### config.mk
export PLATFORM = sky130hd
export DESIGN_NAME = readout_stream_fifo
export DESIGN_NICKNAME = d
export VERILOG_FILES = /design/src/rtl/readout_stream_fifo.sv
export SDC_FILE = /design/constraint.sdc
export NUM_CORES = 1
export LEC_CHECK = 0
export ABC_CLOCK_PERIOD_IN_PS = 2970
export CORE_UTILIZATION = 57
export DETAILED_ROUTE_END_ITERATION = 10
export MAX_ROUTING_LAYER = met4
export PLACE_DENSITY = 0.79
export RECOVER_POWER = 50
export SYNTH_ARGS = -nofsm -noshare
export SYNTH_HDL_FRONTEND = slang
export SYNTH_SLANG_ARGS = --single-unit
### constraint.sdc
create_clock -name clk -period 2.97 [get_ports clk]
set_input_delay 0.891 -clock clk [delete_from_list [all_inputs] [get_ports clk]]
set_output_delay 0.891 -clock clk [all_outputs]
set_load 0.005 [all_outputs]
### src/rtl/readout_stream_fifo.sv
// Result-word FIFO that streams a snapshot of its contents over a valid/ready port on command.
// Optional: define READOUT_XOR_EN to append an XOR checksum word after each snapshot.
module readout_stream_fifo #(
    parameter int unsigned WIDTH = 8,
    parameter int unsigned DEPTH = 8,
    parameter int unsigned CNT_W = $clog2(DEPTH + 1)
) (
    input  logic             clk,
    input  logic             rst,
    input  logic             wr_en,
    input  logic [WIDTH-1:0] wr_data,
    input  logic             readout_start,
    input  logic             out_ready,
    output logic [WIDTH-1:0] out_data,
    output logic             out_valid,
    output logic             busy,
    output logic             full,
    output logic             empty,
    output logic [CNT_W-1:0] count,
    output logic             overflow
);
    localparam int unsigned PTR_W = $clog2(DEPTH);

`ifdef READOUT_XOR_EN
    typedef enum logic [1:0] {StIdle, StStream, StCheck} state_e;
`else
    typedef enum logic [1:0] {StIdle, StStream} state_e;
`endif

    state_e           state_q, state_d;
    logic [WIDTH-1:0] mem_q [DEPTH];
    logic [PTR_W-1:0] rd_ptr_q, rd_ptr_d;
    logic [PTR_W-1:0] wr_ptr_q, wr_ptr_d;
    logic [CNT_W-1:0] count_q, count_d;
    logic [CNT_W-1:0] remaining_q, remaining_d;
    logic             overflow_q, overflow_d;
`ifdef READOUT_XOR_EN
    logic [WIDTH-1:0] checksum_q, checksum_d;
`endif
    logic             push, pop;

    function automatic logic [PTR_W-1:0] ptr_inc(input logic [PTR_W-1:0] p);
        return (p == PTR_W'(DEPTH - 1)) ? '0 : p + PTR_W'(1);
    endfunction

    assign full     = (count_q == CNT_W'(DEPTH));
    assign empty    = (count_q == '0);
    assign count    = count_q;
    assign overflow = overflow_q;
    assign busy     = (state_q != StIdle);
    assign pop      = (state_q == StStream) && out_ready;
    // A pop frees a slot in the same cycle, so a full FIFO can still accept a push.
    assign push     = wr_en && (!full || pop);

    always_comb begin
        state_d     = state_q;
        rd_ptr_d    = rd_ptr_q;
        wr_ptr_d    = wr_ptr_q;
        remaining_d = remaining_q;
        overflow_d  = overflow_q;
        out_valid   = 1'b0;
        out_data    = '0;
`ifdef READOUT_XOR_EN
        checksum_d  = checksum_q;
`endif
        count_d     = count_q + CNT_W'(push) - CNT_W'(pop);

        if (push) wr_ptr_d = ptr_inc(wr_ptr_q);
        if (wr_en && !push) overflow_d = 1'b1;

        case (state_q)
            StIdle: begin
                if (readout_start && !empty) begin
                    state_d     = StStream;
                    remaining_d = count_q;
`ifdef READOUT_XOR_EN
                    checksum_d  = '0;
`endif
                end
            end
            StStream: begin
                out_valid = 1'b1;
                out_data  = mem_q[rd_ptr_q];
                if (pop) begin
                    rd_ptr_d    = ptr_inc(rd_ptr_q);
                    remaining_d = remaining_q - CNT_W'(1);
`ifdef READOUT_XOR_EN
                    checksum_d  = checksum_q ^ mem_q[rd_ptr_q];
                    if (remaining_q == CNT_W'(1)) state_d = StCheck;
`else
                    if (remaining_q == CNT_W'(1)) state_d = StIdle;
`endif
                end
            end
`ifdef READOUT_XOR_EN
            StCheck: begin
                out_valid = 1'b1;
                out_data  = checksum_q;
                if (out_ready) begin
                    state_d    = StIdle;
                    checksum_d = '0;
                end
            end
`endif
            default: state_d = StIdle;
        endcase
    end

    always_ff @(posedge clk) begin
        if (rst) begin
            state_q     <= StIdle;
            rd_ptr_q    <= '0;
            wr_ptr_q    <= '0;
            count_q     <= '0;
            remaining_q <= '0;
            overflow_q  <= 1'b0;
`ifdef READOUT_XOR_EN
            checksum_q  <= '0;
`endif
        end else begin
            state_q     <= state_d;
            rd_ptr_q    <= rd_ptr_d;
            wr_ptr_q    <= wr_ptr_d;
            count_q     <= count_d;
            remaining_q <= remaining_d;
            overflow_q  <= overflow_d;
`ifdef READOUT_XOR_EN
            checksum_q  <= checksum_d;
`endif
        end
    end

    // Storage needs no reset: empty pointers make stale contents unreachable.
    always_ff @(posedge clk) begin
        if (!rst && push) mem_q[wr_ptr_q] <= wr_data;
    end

endmodule
==> metrics.txt, run 1 <==
Placeable Area=5921 um2; root buffer cell=clkbuf_8; nature of the critical path endpoint=output port; synthesis-to-finish area growth=20.06%; biggest area consumer among synthesized cells=edfxtp_1; H-tree level count=3; worst skew pair latency=330 ps; routability congestion estimate=0.7789; Leakage=1.519 nW; final worst path period share=97.78%; main flop type after synthesis=edfxtp_1; Critical Path Start Type=flop; diode insertion count for antenna repair=0; Max transition margin=38.84%; Via density=5.720; Final Slew Violations=0; clock buffers created by TritonCTS=9; P per Cell Area=672.1 nW/um2; worst hold-check path type=reg2reg; Net Count, Synth=238; total of fill cells in the finished design=374; share of synthesized registers carrying an async set or reset=0%; data arrival time at the worst-slack endpoint=2010 ps; via count of the first global-routing pass=2038; outcome=finished clean; combined area of the multi-input logic cells=1079 um2; number of enable flip-flop cells after synthesis=64; die height=80.27 um; layout cells sized above 1=20.36%; floorplan row count=28; DRT Wirelength=6637 um; antenna violations before repair=0; number of clock sinks=83; I/O pin total=30; remaining antenna violation count=0; worst clock skew=6.450 ps; Syn Area/Cell=16.39 um2; Sequential cell area=2306 um2; Min Hold Slack=475.4 ps; overall power after layout=0.002818 W; global-route total usage across every layer=23.36%; First-pass DRT Iterations=4; most common cell after layout, fill and taps aside=edfxtp_1; Port Buffer Count=29; proportion of synthesized chip area in sequential cells=65.93%; total half-perimeter wirelength after legalization and detailed placement=4254 um; reported max-cap violation count=0; area of the die=6443 um2; number of vias in the routed layout=2002; wire length of the first global-routing pass=10270 um; worst-case clock buffer depth=2; YS warnings=0; synthesized netlist cell count=213; critical path required time=2080 ps; leading post-synthesis cells by cell area=edfxtp_1 (55%), dfxtp_1 (11%), mux4_2 (6.4%); layout net count=295; synthesized flop and latch total=83; largest net degree at the start of global routing=17; share of Yosys cell area claimed by the top area cell type=55.03%; r2r setup slk=670 ps; Syn Std Cell Area=3492 um2; VDD IR-drop max=0.0005101 V; final setup fails=0; slew at the pin closest to its max-slew limit=907.8 ps; leading cell types in the layout, fill and taps excluded=edfxtp_1 (64), buf_4 (21), dfxtp_1 (18); CTS tree=done; drt wl/cell=18.96 um; leftover overflow at the end of global routing=0; Critical Path Fanout Max=6; Crit Path Class=reg2out; final number of hold-violating endpoints=0; minimum period implied by the final worst setup slack=2904 ps; number of distinct library cells after synthesis=41; starting utilization of the core area=58.98%; hold buffer count at CTS=0; achievable clock frequency=0.3443 GHz; post-detailed-route DRC marker count=0; CTS clock-pin slew for the worst setup and hold paths=80 ps; die width=80.27 um; Detailed Route Iter0 Violations=124
layer usage:
layer	GRT usage (%)	wire [um]	up-vias
met5	-	0	-
met4	11.61	148	0
met3	3.864	290	10
met2	36.41	3335	56
met1	29.92	2861	983
li1	-	-	953
Yosys cell counts, drive strengths merged (3+ instances only):
| master | n |
|---|---|
| o211ai | 5 |
| a31oi | 3 |
| inv | 8 |
| nor4 | 3 |
| nor2b | 7 |
| o21a | 3 |
| mux2i | 4 |
| nor3 | 4 |
| edfxtp | 64 |
| nor2 | 8 |
| nand3 | 3 |
| buf | 8 |
| nand2 | 10 |
| a21oi | 4 |
| mux4 | 16 |
| a22o | 8 |
| dfxtp | 19 |
| o21ai | 3 |
| ha | 11 |
worst max-delay path: stages (launching register included):
cell             delay, ps
dfxtp_4                400
buf_16                 130
mux4_2                 480
a22o_1                 230
clkdlybuf4s50_1        430
logic make-up after synthesis:
kind of cell    after synthesis  share of synthesized area [%]
buf+inv                      18                          2.831
flops                        83                          65.93
mux                          22                          12.76
simple gates                 45                          6.915
fa+ha+maj                    12                          4.514
xor+xnor                      1                         0.2509
compound gates               32                          6.808
metrics by stage:
stage                     utilization (%)  cell area (um2)  cells  worst slack (ps)  TNS (ps)
after global routing                70.82             4193    350            -28.60    -28.60
after global placement              66.55             3940    323             215.7         0
final                               70.82             4193    350             65.83         0
after floorplan                         -             3492    213             399.5         0
after detailed placement            66.55             3940    323             170.4         0
after CTS                           69.91             4139    344             5.271         0
cell type report:
| cell class | instances | area share [%] |
|---|---|---|
| clock buffer | 9 | 2.954 |
| clock inverter | 7 | 0.8356 |
| timing repair buffer | 56 | 12.53 |
| tap | 75 | 2.238 |
| sequential | 83 | 55.00 |
| inverter | 8 | 0.7162 |
| multi-input combinational | 112 | 25.72 |
final timing paths:
check,start,cells past startpoint,endpoint
setup / recovery,flop,4,out_data[5]
setup reg to reg,count[2]$_SDFF_PP0_,6,mem_q[1][1]$_DFFE_PP_
hold reg to reg,overflow$_SDFFE_PP0P_,2,overflow$_SDFFE_PP0P_
hold / removal,overflow$_SDFFE_PP0P_,2,overflow$_SDFFE_PP0P_
report_power, final:
part / switching, W / internal [W]
clock network: 0.000368 / 0.000292
registers: 0.0000825 / 0.00134
logic: 0.000321 / 0.000419
flip-flops by register name (all words and copies together) (netlist names), named ones only:
signal,cells
rd_ptr_q,3
count,4
overflow,1
wr_ptr_q,3
remaining_q,4
mem_q,64
state_q,1
repair_timing:
action,in CTS,in global routing
buffers inserted,4,6
gates resized for setup,12,3
cloned,1,0
setup endpoints to repair,7,4
pin swaps,1,0
Power figures use the tool's default switching activity.
==> run 2, diff against run 1 <==
--- a/config.mk
+++ b/config.mk
@@ -6,11 +6,13 @@
 export NUM_CORES = 1
 export LEC_CHECK = 0
 export ABC_CLOCK_PERIOD_IN_PS = 2970
+export CORE_ASPECT_RATIO = 0.9
 export CORE_UTILIZATION = 57
 export DETAILED_ROUTE_END_ITERATION = 10
 export MAX_ROUTING_LAYER = met4
 export PLACE_DENSITY = 0.79
 export RECOVER_POWER = 50
+export REMOVE_ABC_BUFFERS = 1
 export SYNTH_ARGS = -nofsm -noshare
 export SYNTH_HDL_FRONTEND = slang
 export SYNTH_SLANG_ARGS = --single-unit
==> metrics.txt, run 2 (synthesis results as in run 1) <==
outcome=finished, violations left; violations in the final reports=DRC; antenna violations before repair=0 (unchanged); drt wl/cell=20.29 um (+7.0%); final worst path period share=97.51% (-0.28 points); nature of the critical path endpoint=output port; setup repair after global routing missed its margin=false; First-pass DRT Iterations=8 (+4); largest net degree at the start of global routing=17 (unchanged); DRT Wirelength=7001 um (+5.5%); die width=84.51 um (+5.3%); diode insertion count for antenna repair=0 (unchanged); synthesis-to-finish area growth=20.60%; Critical Path Start Type=flop; number of vias in the routed layout=2043 (+2.0%); I/O pin total=30 (unchanged); achievable clock frequency=0.3453 GHz (+0.28%); number of clock sinks=83 (unchanged); met3 Track Usage GR=3.900% (+0.037 points); worst skew pair latency=350 ps (+20 ps); most common cell after layout, fill and taps aside=edfxtp_1; reported max-cap violation count=0 (unchanged); Leakage=1.546 nW (+1.7%); Detailed Route Iter0 Violations=182 (+47%); net switching component of the power=0.0008022 W (+3.9%); met2 layer usage reported by global route=37.24% (+0.83 points); Critical Path Fanout Max=8 (+2); Min Hold Slack=467.6 ps (-7.829 ps); CTS clock-pin slew for the worst setup and hold paths=80 ps (about the same); number of flip-flops under the largest register name=64 (unchanged); remaining antenna violation count=0 (unchanged); worst hold-check path type=reg2reg; Top Family by Delay on Critical Path=buffers and inverters; layout net count=295 (unchanged); die height=76.26 um (-5.0%); final setup fails=0 (unchanged); routability congestion estimate=0.8091 (+3.9%); Clock Power Share=25.5% (+2.1 points); final number of hold-violating endpoints=0 (unchanged); CTS tree=done; met1 usage in global routing=33.79% (+3.9 points); global-route total usage across every layer=24.61% (+1.3 points); Port Buffer Count=29 (unchanged); H-tree level count=3 (unchanged); starting utilization of the core area=60.31% (+1.3 points); cell with the largest stage delay on the worst path=mux4_2; largest register by flop count=mem_q; CP peak stage delay=490 ps (about the same); VDD IR-drop max=0.0004300 V (-16%); sequential share of power=48.8% (-1.5 points); critical path required time=2080 ps (about the same); layout cells sized above 1=21.82% (+1.5 points); worst-case clock buffer depth=2 (unchanged); proportion of power drawn by combinational gates=25.7% (-0.6 points); Max transition margin=26.88% (-12 points); GRT busiest layer=met2; P per Cell Area=690.0 nW/um2 (+2.7%); slew at the pin closest to its max-slew limit=1085 ps (+177.6 ps); via count of the first global-routing pass=2030 (-0.39%); Internal Power=0.002104 W (+2.8%); total half-perimeter wirelength after legalization and detailed placement=4431 um (+4.2%); minimum period implied by the final worst setup slack=2896 ps (-8.183 ps); clock buffers created by TritonCTS=9 (unchanged); root buffer cell=clkbuf_8; floorplan row count=26 (-7.1%); Placeable Area=5791 um2 (-2.2%); Via density=5.922 (+3.5%); Final Slew Violations=0 (unchanged); post-detailed-route DRC marker count=2 (+2); Crit Path Class=reg2out; list of cells traversed by the critical path=buf_12 -> buf_4 -> mux4_2 -> a22o_1 -> dlygate4sd2_1; wire length of the first global-routing pass=11060 um (+7.7%); leftover overflow at the end of global routing=0 (unchanged); combined buffer and inverter count along the critical path=3 (+1); worst clock skew=13.82 ps (+7.370 ps); data arrival time at the worst-slack endpoint=2000 ps (about the same); sum of negative setup slack=0 ps (unchanged); area of the die=6444 um2 (about the same); leading cell types in the layout, fill and taps excluded=edfxtp_1 (64), buf_4 (22), dfxtp_1 (18); net switching fraction of the power=27.61% (+0.22 points)
==> run 2: changes by cell type in the layout (fill, tap and decap cells not counted), moves of 2 or more <==
| cell | delta |
|---|---|
| clkbuf_1 | +2 |
| clkinvlp_4 | +2 |
| nor4_2 | +2 |
| nor4_1 | -2 |
| dlymetal6s2s_1 | +2 |
| clkinv_1 | -3 |
==> run 2: cell type report <==
class / count / area, um2
Sequential cell: 83 / 2306
Fill cell: 389 / 1579
Multi-Input combinational cell: 112 / 1087
Timing Repair Buffer: 56 / 519.2
Clock buffer: 12 / 156.4
Tap cell: 70 / 87.58
Inverter: 8 / 30.03
Clock inverter: 4 / 25.02
==> run 2: repair_timing <==
action,in CTS,in global routing
cloned,1,0
endpoints found under the setup margin,8,7
hold buffers,0,0
gates resized for setup,11,6
setup buffers,3,7
pin swaps,1,1
==> run 2: final timing paths <==
check,from,end,slack (ps),depth (start not counted)
worst max-delay path,flop,out_data[7],70,5
worst min-delay path,overflow$_SDFFE_PP0P_,overflow$_SDFFE_PP0P_,470,2
worst max register to register,count[2]$_SDFF_PP0_,mem_q[0][6]$_DFFE_PP_,530,6
worst min register to register,overflow$_SDFFE_PP0P_,overflow$_SDFFE_PP0P_,470,2
==> run 2: worst register-to-register path, cell delays in order (launching register included) <==
cell and delay [ps]:
dfxtp_1 350, inv_1 110, ha_1 140, or3b_4 390, o21ai_0 860, nor3_1 110, buf_4 240
==> run 2: layer usage <==
layer,wire (um),vias up
li1,-,952
met1,3057,1013
met2,3460,68
met3,382,10
met4,101,0
met5,0,-
==> run 2: power by group through the flow <==
stage	clock network, W	logic (W)	registers (W)
after global placement	0	0.000685	0.00143
after floorplan	0	0.000385	0.00144
after CTS	0.000748	0.000734	0.00141
after global routing	0.000797	0.000823	0.00143
after detailed placement	0	0.000714	0.00144
final	0.000741	0.000746	0.00142
==> run 2: stage by stage <==
| stage | utilization (%) | cell area [um2] | instances | power [W] | setup slack (ps) |
|---|---|---|---|---|---|
| 2_1_floorplan | - | 3423 | 203 | 0.001825 | 385.4 |
| 3_3_place_gp | 68.15 | 3946 | 318 | 0.002117 | 196.6 |
| 3_5_place_dp | 68.15 | 3946 | 318 | 0.002150 | 137.8 |
| 4_1_cts | 71.87 | 4161 | 338 | 0.002897 | 1.717 |
| 5_1_grt | 72.73 | 4212 | 345 | 0.003050 | 0.1508 |
| 6_report | 72.73 | 4212 | 345 | 0.002906 | 74.02 |
==> run 3, diff against run 2 <==
--- a/config.mk
+++ b/config.mk
@@ -7,10 +7,10 @@
 export LEC_CHECK = 0
 export ABC_CLOCK_PERIOD_IN_PS = 2970
 export CORE_ASPECT_RATIO = 0.9
-export CORE_UTILIZATION = 57
+export CORE_UTILIZATION = 59
+export CTS_BUF_LIST = sky130_fd_sc_hd__clkbuf_4
 export DETAILED_ROUTE_END_ITERATION = 10
-export MAX_ROUTING_LAYER = met4
-export PLACE_DENSITY = 0.79
+export PLACE_DENSITY = 0.81
 export RECOVER_POWER = 50
 export REMOVE_ABC_BUFFERS = 1
 export SYNTH_ARGS = -nofsm -noshare
==> metrics.txt, run 3 (synthesis results as in run 1) <==
number of flip-flops under the largest register name=64 (unchanged); final number of hold-violating endpoints=0 (unchanged); routability congestion estimate=0.8178 (+1.1%); total half-perimeter wirelength after legalization and detailed placement=4337 um (-2.1%); worst setup slack before clock tree synthesis=140.5 ps (+2.655 ps); Port Buffer Count=29 (unchanged); Max transition margin=31.38% (+4.5 points); area of the die=6231 um2 (-3.3%); leading cell types in the layout, fill and taps excluded=edfxtp_1 (64), buf_4 (22), dfxtp_1 (17); synthesis-to-finish area growth=19.03%; met3 wirelength from detailed routing=574 um (+50%); CTS clock-pin slew for the worst setup and hold paths=130 ps (+50 ps); drt wl/cell=19.06 um (-6.1%); floorplan row count=26 (unchanged); final instance count without filler cells=345 (unchanged); routed length on met2=3138 um (-9.3%); largest net degree at the start of global routing=17 (unchanged); highest metal layer with signal wires=met4; layout net count=295 (unchanged); CTS tree=done; I/O pin total=30 (unchanged); VDD IR-drop max=0.0003911 V (-9.0%); Critical Path Start Type=flop; overall power after layout=0.002789 W (-4.0%); Top Family by Delay on Critical Path=buffers and inverters; largest register by flop count=mem_q; worst skew pair latency=420 ps (+70 ps); worst clock skew=24.00 ps (+10.18 ps); setup repair after global routing missed its margin=true; number of vias in the routed layout=2036 (-0.34%); H-tree level count=3 (unchanged); final setup fails=2 (+2); combined buffer and inverter count along the critical path=2 (-1); layout cells sized above 1=22.18% (+0.36 points); most common cell after layout, fill and taps aside=edfxtp_1; die height=74.99 um (-1.7%); Crit Path Class=reg2out; list of cells traversed by the critical path=buf_12 -> mux4_1 -> a22o_1 -> clkdlybuf4s50_1; Leakage=1.513 nW (-2.1%); Detailed Route Iter0 Violations=146 (-20%); met1 WL=2799 um (-8.4%); nature of the critical path endpoint=output port; diode insertion count for antenna repair=0 (unchanged); Placeable Area=5693 um2 (-1.7%); leftover overflow at the end of global routing=0 (unchanged); die width=83.10 um (-1.7%); clock buffers created by TritonCTS=9 (unchanged); cell with the largest stage delay on the worst path=mux4_1; starting utilization of the core area=61.34% (+1.0 points); crit path setup slack, layout=-76.39 ps (-150.4 ps); wire length of the first global-routing pass=9729 um (-12%); Min Hold Slack=498.1 ps (+30.48 ps); First-pass DRT Iterations=4 (-4); slew at the pin closest to its max-slew limit=1019 ps (-66.77 ps); worst-case clock buffer depth=2 (unchanged); final worst path period share=102.6% (+5.1 points); remaining antenna violation count=0 (unchanged); Critical Path Fanout Max=12 (+4); minimum period implied by the final worst setup slack=3046 ps (+150.4 ps); CP peak stage delay=570 ps (+80 ps); critical path required time=2080 ps (about the same); global-route total usage across every layer=21.78% (-2.8 points); cell count after placement=318 (unchanged); P per Cell Area=671.0 nW/um2 (-2.8%); hold buffer count at CTS=0 (unchanged); Final Slew Violations=0 (unchanged); worst hold-check path type=reg2reg; data arrival time at the worst-slack endpoint=2160 ps (+160 ps); outcome=finished, violations left; root buffer cell=clkbuf_4; antenna violations before repair=0 (unchanged); number of clock sinks=83 (unchanged); reported max-cap violation count=0 (unchanged); violations in the final reports=setup timing; achievable clock frequency=0.3283 GHz (-4.9%); Via density=5.901 (-0.34%); via count of the first global-routing pass=1856 (-8.6%); DRT Wirelength=6574 um (-6.1%); r2r setup slk=620 ps (+90 ps); utilization after layout=73.01% (+0.28 points); post-detailed-route DRC marker count=0 (-2)
run 3: cell type report:
type / count / area, um2
sequential: 83 / 2305
fill: 348 / 1536
multi-input combinational: 112 / 1089
timing repair buffer: 56 / 505.5
tap: 70 / 87.58
clock inverter: 7 / 72.57
clock buffer: 9 / 67.56
inverter: 8 / 30.03
run 3: path summary, 6_finish.rpt:
kind / start / end / depth (start not counted)
max: flop / out_data[7] / 4
min: rd_ptr_q[2]$_SDFFE_PP0P_ / rd_ptr_q[2]$_SDFFE_PP0P_ / 2
max reg2reg: count[2]$_SDFF_PP0_ / mem_q[1][0]$_DFFE_PP_ / 6
min reg2reg: rd_ptr_q[2]$_SDFFE_PP0P_ / rd_ptr_q[2]$_SDFFE_PP0P_ / 2
run 3: report_power, final:
| group | internal, W | switching, W | leakage (nW) | total, W |
|---|---|---|---|---|
| clock network | 0.000261 | 0.000377 | 0.0748 | 0.000638 |
| logic | 0.000413 | 0.000323 | 0.704 | 0.000736 |
| registers | 0.00134 | 0.0000795 | 0.734 | 0.00141 |
| total | 0.00201 | 0.000779 | 1.51 | 0.00279 |
run 3: per-stage QoR:
stage                     instance area [um2]  setup TNS, ps
after floorplan                          3423              0
after global placement                   3940              0
after detailed placement                 3940              0
after CTS                                4131         -510.0
after global routing                     4156         -307.0
final                                    4156         -84.61
run 3: timing repair:
item | CTS | global route
endpoints found under the setup margin | 9 | 8
resized for setup | 9 | 8
setup buffers | 5 | 6
pin swaps | 1 | 1
run 3: metal layers:
| metal | vias up | global-route usage (%) |
|---|---|---|
| li1 | 955 | - |
| met1 | 993 | 29.71 |
| met2 | 82 | 34.43 |
| met3 | 6 | 5.592 |
| met4 | 0 | 8.812 |
| met5 | - | 0 |
run 3: worst reg2reg max path, delay by kind of cell, from the launching register on:
kind            cells  cell delay [ps]
compound gates      1              800
fa+ha+maj           1              130
buf+inv             2              310
flops               1              360
simple gates        2              490
